`src/rtl/btn_cond_pkg.sv`:
```
// btn_cond_pkg: shared state encoding and default timing constants for the button conditioner.
package btn_cond_pkg;

    typedef enum logic [1:0] {LOW, RISE_CHK, HIGH, FALL_CHK} btn_state_t;

    localparam int DEBOUNCE_DEFAULT = 4;
    localparam int REPEAT_DEFAULT = 16;

endpackage

```
`src/rtl/sync2.sv`:
```
// sync2: two-flop synchronizer for a single asynchronous input, reset to 0.
module sync2 (
    input  logic clk,
    input  logic rst,
    input  logic d_i,
    output logic q_o
);

    logic s1_q, s2_q;

    always_ff @(posedge clk) begin
        if (rst) begin
            s1_q <= 1'b0;
            s2_q <= 1'b0;
        end else begin
            s1_q <= d_i;
            s2_q <= s1_q;
        end
    end

    assign q_o = s2_q;

endmodule

```
`src/rtl/btn_pulse_conditioner.sv`:
```
// btn_pulse_conditioner: debounces a raw button into a level and a one-cycle advance pulse.
// Define BTN_AUTOREPEAT_EN to add periodic repeat pulses while the button is held.
module btn_pulse_conditioner
    import btn_cond_pkg::*;
#(
    parameter int DEBOUNCE_CYCLES = DEBOUNCE_DEFAULT,
    parameter int REPEAT_CYCLES = REPEAT_DEFAULT
) (
    input  logic clk,
    input  logic rst,
    input  logic btn_raw,
    input  logic enable,
    output logic pulse,
    output logic level
);

    localparam int CW = $clog2(DEBOUNCE_CYCLES + 1);
    localparam logic [CW-1:0] CNT_LAST = CW'(DEBOUNCE_CYCLES - 1);

    btn_state_t state_q, state_d;
    logic [CW-1:0] cnt_q, cnt_d;
    logic pulse_q, pulse_d;
    logic level_q, level_d;
    logic btn_sync;
    logic press;

    sync2 u_sync (
        .clk(clk),
        .rst(rst),
        .d_i(btn_raw),
        .q_o(btn_sync)
    );

    // The counter restarts from zero on every state entry, so it only ever counts one run.
    always_comb begin
        state_d = state_q;
        cnt_d = cnt_q;
        press = 1'b0;
        case (state_q)
            LOW: begin
                if (btn_sync) begin
                    state_d = RISE_CHK;
                    cnt_d = '0;
                end
            end
            RISE_CHK: begin
                if (!btn_sync) begin
                    state_d = LOW;
                    cnt_d = '0;
                end else if (cnt_q == CNT_LAST) begin
                    state_d = HIGH;
                    cnt_d = '0;
                    press = 1'b1;
                end else begin
                    cnt_d = cnt_q + 1'b1;
                end
            end
            HIGH: begin
                if (!btn_sync) begin
                    state_d = FALL_CHK;
                    cnt_d = '0;
                end
            end
            FALL_CHK: begin
                if (btn_sync) begin
                    state_d = HIGH;
                    cnt_d = '0;
                end else if (cnt_q == CNT_LAST) begin
                    state_d = LOW;
                    cnt_d = '0;
                end else begin
                    cnt_d = cnt_q + 1'b1;
                end
            end
            default: begin
                state_d = LOW;
                cnt_d = '0;
            end
        endcase
        level_d = (state_d == HIGH) || (state_d == FALL_CHK);
    end

`ifdef BTN_AUTOREPEAT_EN
    localparam int RW = $clog2(REPEAT_CYCLES);
    localparam logic [RW-1:0] REP_LAST = RW'(REPEAT_CYCLES - 1);

    logic [RW-1:0] rep_q, rep_d;
    logic rep_hit;

    // Counts every cycle spent in HIGH, holds elsewhere, restarts on each entry to HIGH.
    always_comb begin
        rep_hit = (state_q == HIGH) && (rep_q == REP_LAST);
        rep_d = rep_q;
        if (state_q == HIGH)
            rep_d = rep_hit ? '0 : rep_q + 1'b1;
        if (state_d == HIGH && state_q != HIGH)
            rep_d = '0;
    end

    always_ff @(posedge clk) begin
        if (rst)
            rep_q <= '0;
        else
            rep_q <= rep_d;
    end

    assign pulse_d = (press | rep_hit) & enable;
`else
    logic unused_repeat;
    assign unused_repeat = ^REPEAT_CYCLES;
    assign pulse_d = press & enable;
`endif

    always_ff @(posedge clk) begin
        if (rst) begin
            state_q <= LOW;
            cnt_q <= '0;
            pulse_q <= 1'b0;
            level_q <= 1'b0;
        end else begin
            state_q <= state_d;
            cnt_q <= cnt_d;
            pulse_q <= pulse_d;
            level_q <= level_d;
        end
    end

    assign pulse = pulse_q;
    assign level = level_q;

endmodule

```
`config.mk`:
```
export PLATFORM = sky130hd
export DESIGN_NAME = btn_pulse_conditioner
export DESIGN_NICKNAME = d
export VERILOG_FILES = /design/src/rtl/btn_cond_pkg.sv /design/src/rtl/sync2.sv /design/src/rtl/btn_pulse_conditioner.sv
export SDC_FILE = /design/constraint.sdc
export NUM_CORES = 1
export LEC_CHECK = 0
export BUFFER_PORTS_ARGS = -buffer_cell sky130_fd_sc_hd__buf_2
export CAP_MARGIN = 20
export CORE_AREA = 8 8 45 47
export CTS_CLUSTER_SIZE = 14
export DETAILED_ROUTE_END_ITERATION = 16
export DIE_AREA = 0 0 53 55
export PLACE_DENSITY_LB_ADDON = 0.3
export SYNTH_ARGS = -nofsm -noshare
export SYNTH_HDL_FRONTEND = slang
export SYNTH_SLANG_ARGS = --single-unit
```
`constraint.sdc`:
```
create_clock -name clk -period 1.6 [get_ports clk]
set_clock_uncertainty 0.1 [all_clocks]
set_input_delay 0.16 -clock clk [delete_from_list [all_inputs] [get_ports clk]]
set_output_delay 0.16 -clock clk [all_outputs]
set_load 0.02 [all_outputs]
```
* After elaboration in Yosys (flattened, before gate mapping)
Index checks and enable logic that the tools add are counted.
Storage, ports and cells: flip-flop bits (word level) 9, input bits 4, output and inout bits 2
Operators by class: $add $sub $neg 1, equal/unequal tests 8, muxes and demuxes 16, bitwise logic cells 1, reductions and logical operators 3
Operators with widths (number):
- $mux 3 | 5
- $mux 2 | 6
- $pmux 3 s4 | 1
- $eq 2x2->1 const B | 4
- $pmux 2 s4 | 1
- $add 3x1->3 const B | 1
- $eq 3x2->1 const B | 1
- $mux 1 | 3
- $eq 2x1->1 const B | 1
- $logic_not 2->1 | 1
- $ne 2x1->1 const B | 1
- $ne 2x2->1 const B | 1
- $reduce_and 2->1 | 1
- $and 1x1->1 | 1
- $logic_or 1x1->1 | 1

* Longest topological paths before layout
word-level depth 6, mapped depth 4, gate-level depth less buffers 4

* Hierarchy
Synthesis repeated with hierarchy kept, for this count alone.
Second synthesis, totals: cells, all modules 31, area, all modules 307.8 µm²
Modules (own cells, without submodules):
- btn_pulse_conditioner | instances 1, cells an instance 27, area each 255.2 µm², seq. area each 120.1 µm²
- sync2 | instances 1, cells an instance 4, area each 52.6 µm², seq. area each 40.0 µm²

* Least setup slack after synthesis
OpenSTA, ideal clock, no wires.
path kind register -> register, from reg, netlist name level, to reg cnt_q[0], library setup time 0.070 ns, data arrival time 1.232 ns, slack 0.198 ns, stages on the path, launching flop included 4, path through dfxtp_1 xnor2_1 or4_1 a21oi_1
RTL lines:
- to (signal assigned) | RTL line btn_pulse_conditioner.sv:122 | cnt_q <= cnt_d;
- to (decl) | RTL line btn_pulse_conditioner.sv:21 | logic [CW-1:0] cnt_q, cnt_d;

* Worst setup path after layout
from reg cnt_q[0], to reg cnt_q[0]
Between the ends: longest elaborated chain between the ends 4
RTL lines:
- $add 3x1->3 or $eq 3x2->1 (tied branches)
- $mux 3 (*) | RTL line btn_pulse_conditioner.sv:50, btn_pulse_conditioner.sv:68
- $mux 3 (on tied branches) | RTL line btn_pulse_conditioner.sv:65, btn_pulse_conditioner.sv:47
- $pmux 3 s4 (*) | RTL line btn_pulse_conditioner.sv:39 | case (state_q)
Every way passes the cells marked *; elsewhere a longest branch is shown, timed or not. A chain may end at the register's enable or synchronous reset.

==> metrics.txt <==
Setup Fix Bufs, Post-CTS 0; drt first pass iters 2; max-slew violations 0; detailed-route DRC error count 0; Port Buffers 5; post-route ant nets 0; htree depth 1; net switching power figure 0.0739 mW; Warnings, synthesis 0; Reg power frac 0.556; CTS tree built; post-place setup slack 0.194 ns; Seq/Total Area, Yosys 0.520; area grow syn2layout 22.0%; standard-cell rows 14; worst relative slew slack 0.793; FMAX 709 MHz; RePlAce Congestion 0.715; CP Max Fanout 3; wire per inst 9.25 um; Max Cap Viol 0; critical path type register to register; hpwl dp 387 um; Slew @ Worst Pin 0.309 ns; Root Buffer clkbuf_4; vias 237; largest net degree at the start of global routing 8; Setup Viol. Count Final 0; Yosys top cell area share 0.520; final wirelength 509 um; crit start category register; cts hold-fix bufs 0; Worst-path clk slew 0.05 ns; initial drt markers 3; Final Instance Count excl. Fillers 55; Worst Slack Setup Final 0.189 ns; GR Overflow Total 0; CP max-delay cell or4_1; clock net sink count 8; Net Sw Frac 0.201; Synth area leader dfxtp_1; worst skew pair latency 0.25 ns; most common cell after layout, fill and taps aside dfxtp_1; initial antenna violation count 0; Initial Utilization 0.222; Clock Path Buffers 2; Period minus WS final 1.41 ns; outcome finished clean; setup tns final 0 ns; most frequent cells in the layout dfxtp_1 (8), buf_2 (5), nand3_1 (3), clkbuf_4 (3); Comb pwr share 0.036; synth unique cells 18; number of vias per cell 4.31; Final Power 0.368 mW; Clock Power Share 0.408; Mapped Area 308 um2; period utilization 0.882; Pint 0.294 mW; die height 55 um; core area 1380 um2; power density cells 981 nW/um2; post-synthesis instance total 31; Tot GR Track Use 0.0460; register-to-register setup slack 0.19 ns; post-synthesis net count 36; Critical Path RT 1.69 ns; worst-path cell chain ha_1 -> and2b_2 -> or4_1 -> a21oi_1; synth top area cells dfxtp_1 (52%), nand3_1 (4.9%), ha_1 (4.1%); crit path DAT 1.50 ns; CTS resizes 0; total die area 2920 um2; CP endpoint kind register; leakage 0.175 nW; total CTS buffers 3; Yosys reg bits 8; worst vdd ir 0.363 mV; Ant. Diodes 0; die width 53 um; worst min path class input port to register; vias in the first global route 253; Fin. Hold Viols 0; Placed Cells 52; RSZ-0062 raised after global routing no; layout cells sized above 1 0.231; CP peak stage delay 0.40 ns; first-pass GRT wire length 966 um; syn avg cell area 9.93 um2; nets 46; # IOs 6
## metrics by stage
stage | hold slack, ns | area [um2] | util
2_1_floorplan | 0.129 | 308 | -
3_5_place_dp | 0.286 | 353 | 0.255
5_1_grt | 0.0258 | 375 | 0.271
3_3_place_gp | 0.271 | 353 | 0.255
4_1_cts | 0.0200 | 375 | 0.271
6_report | 0.0222 | 375 | 0.271
## cell usage after synthesis
master,number
a21oi_1,2
and2b_2,1
and3_1,1
dfxtp_1,8
ha_1,1
inv_1,2
mux2i_1,1
nand2_1,1
nand3_1,3
nand3b_1,1
nor2_1,2
nor2b_1,2
nor3_1,1
nor4_1,1
o211a_1,1
or4_1,1
xnor2_1,1
xor2_1,1
## metal layers
metal  share of wire  track usage
met3           0.061       0.0187
met4           0.033       0.0517
met1            0.51       0.0565
met2            0.39       0.0547
met5               0            0
## critical path, delay by kind of cell (launching register included)
| kind | cells | cell delay [ns] |
|---|---|---|
| fa+ha+maj | 1 | 0.22 |
| simple gates | 2 | 0.59 |
| flops | 1 | 0.32 |
| compound gates | 1 | 0.13 |
## state kept, by name, summed over array words and instances, names as in the netlist
name / cells
cnt_q: 3
u_sync.q_o: 1
level: 1
u_sync.s1_q: 1
state_q: 1
pulse: 1
## power groups by stage
stage / registers (mW) / clock network (mW) / logic, mW
after global placement: 0.209 / 0 / 0.0133
after floorplan: 0.209 / 0 / 0.00661
after global routing: 0.205 / 0.168 / 0.0155
after CTS: 0.205 / 0.158 / 0.0134
final: 0.205 / 0.150 / 0.0132
after detailed placement: 0.209 / 0 / 0.0133
## worst paths after layout
path / cells after the start / end / startpoint
worst max-delay path: 4 / cnt_q[0]$_SDFFE_PP0P_ / cnt_q[0]$_SDFFE_PP0P_
worst min-delay path: 2 / u_sync.s1_q$_SDFF_PP0_ / btn_raw
worst max register to register: 4 / cnt_q[0]$_SDFFE_PP0P_ / cnt_q[0]$_SDFFE_PP0P_
worst min register to register: 1 / u_sync.q_o$_SDFF_PP0_ / u_sync.s1_q$_SDFF_PP0_
## logic make-up (layout without fill, tap and decap cells)
group	Yosys count	in the layout	share of synthesized area
adders and majority gates	1	1	0.0406
AOI/OAI and AO/OA	3	3	0.0650
xor gates and xnor gates	2	2	0.0569
buffers and inverters	2	10	0.0244
muxes	1	1	0.0325
DFF	8	8	0.520
and+or+nand+nor	14	14	0.260
## layout make-up
class	instances	area, um2
clock buffers	3	22.5
fillers	162	1010
inverters	2	7.51
multi-input cells	21	140
flip-flops and latches	8	160
well taps	16	20.0
repair buffers	5	25.0
(Power assumes the default switching activity.)
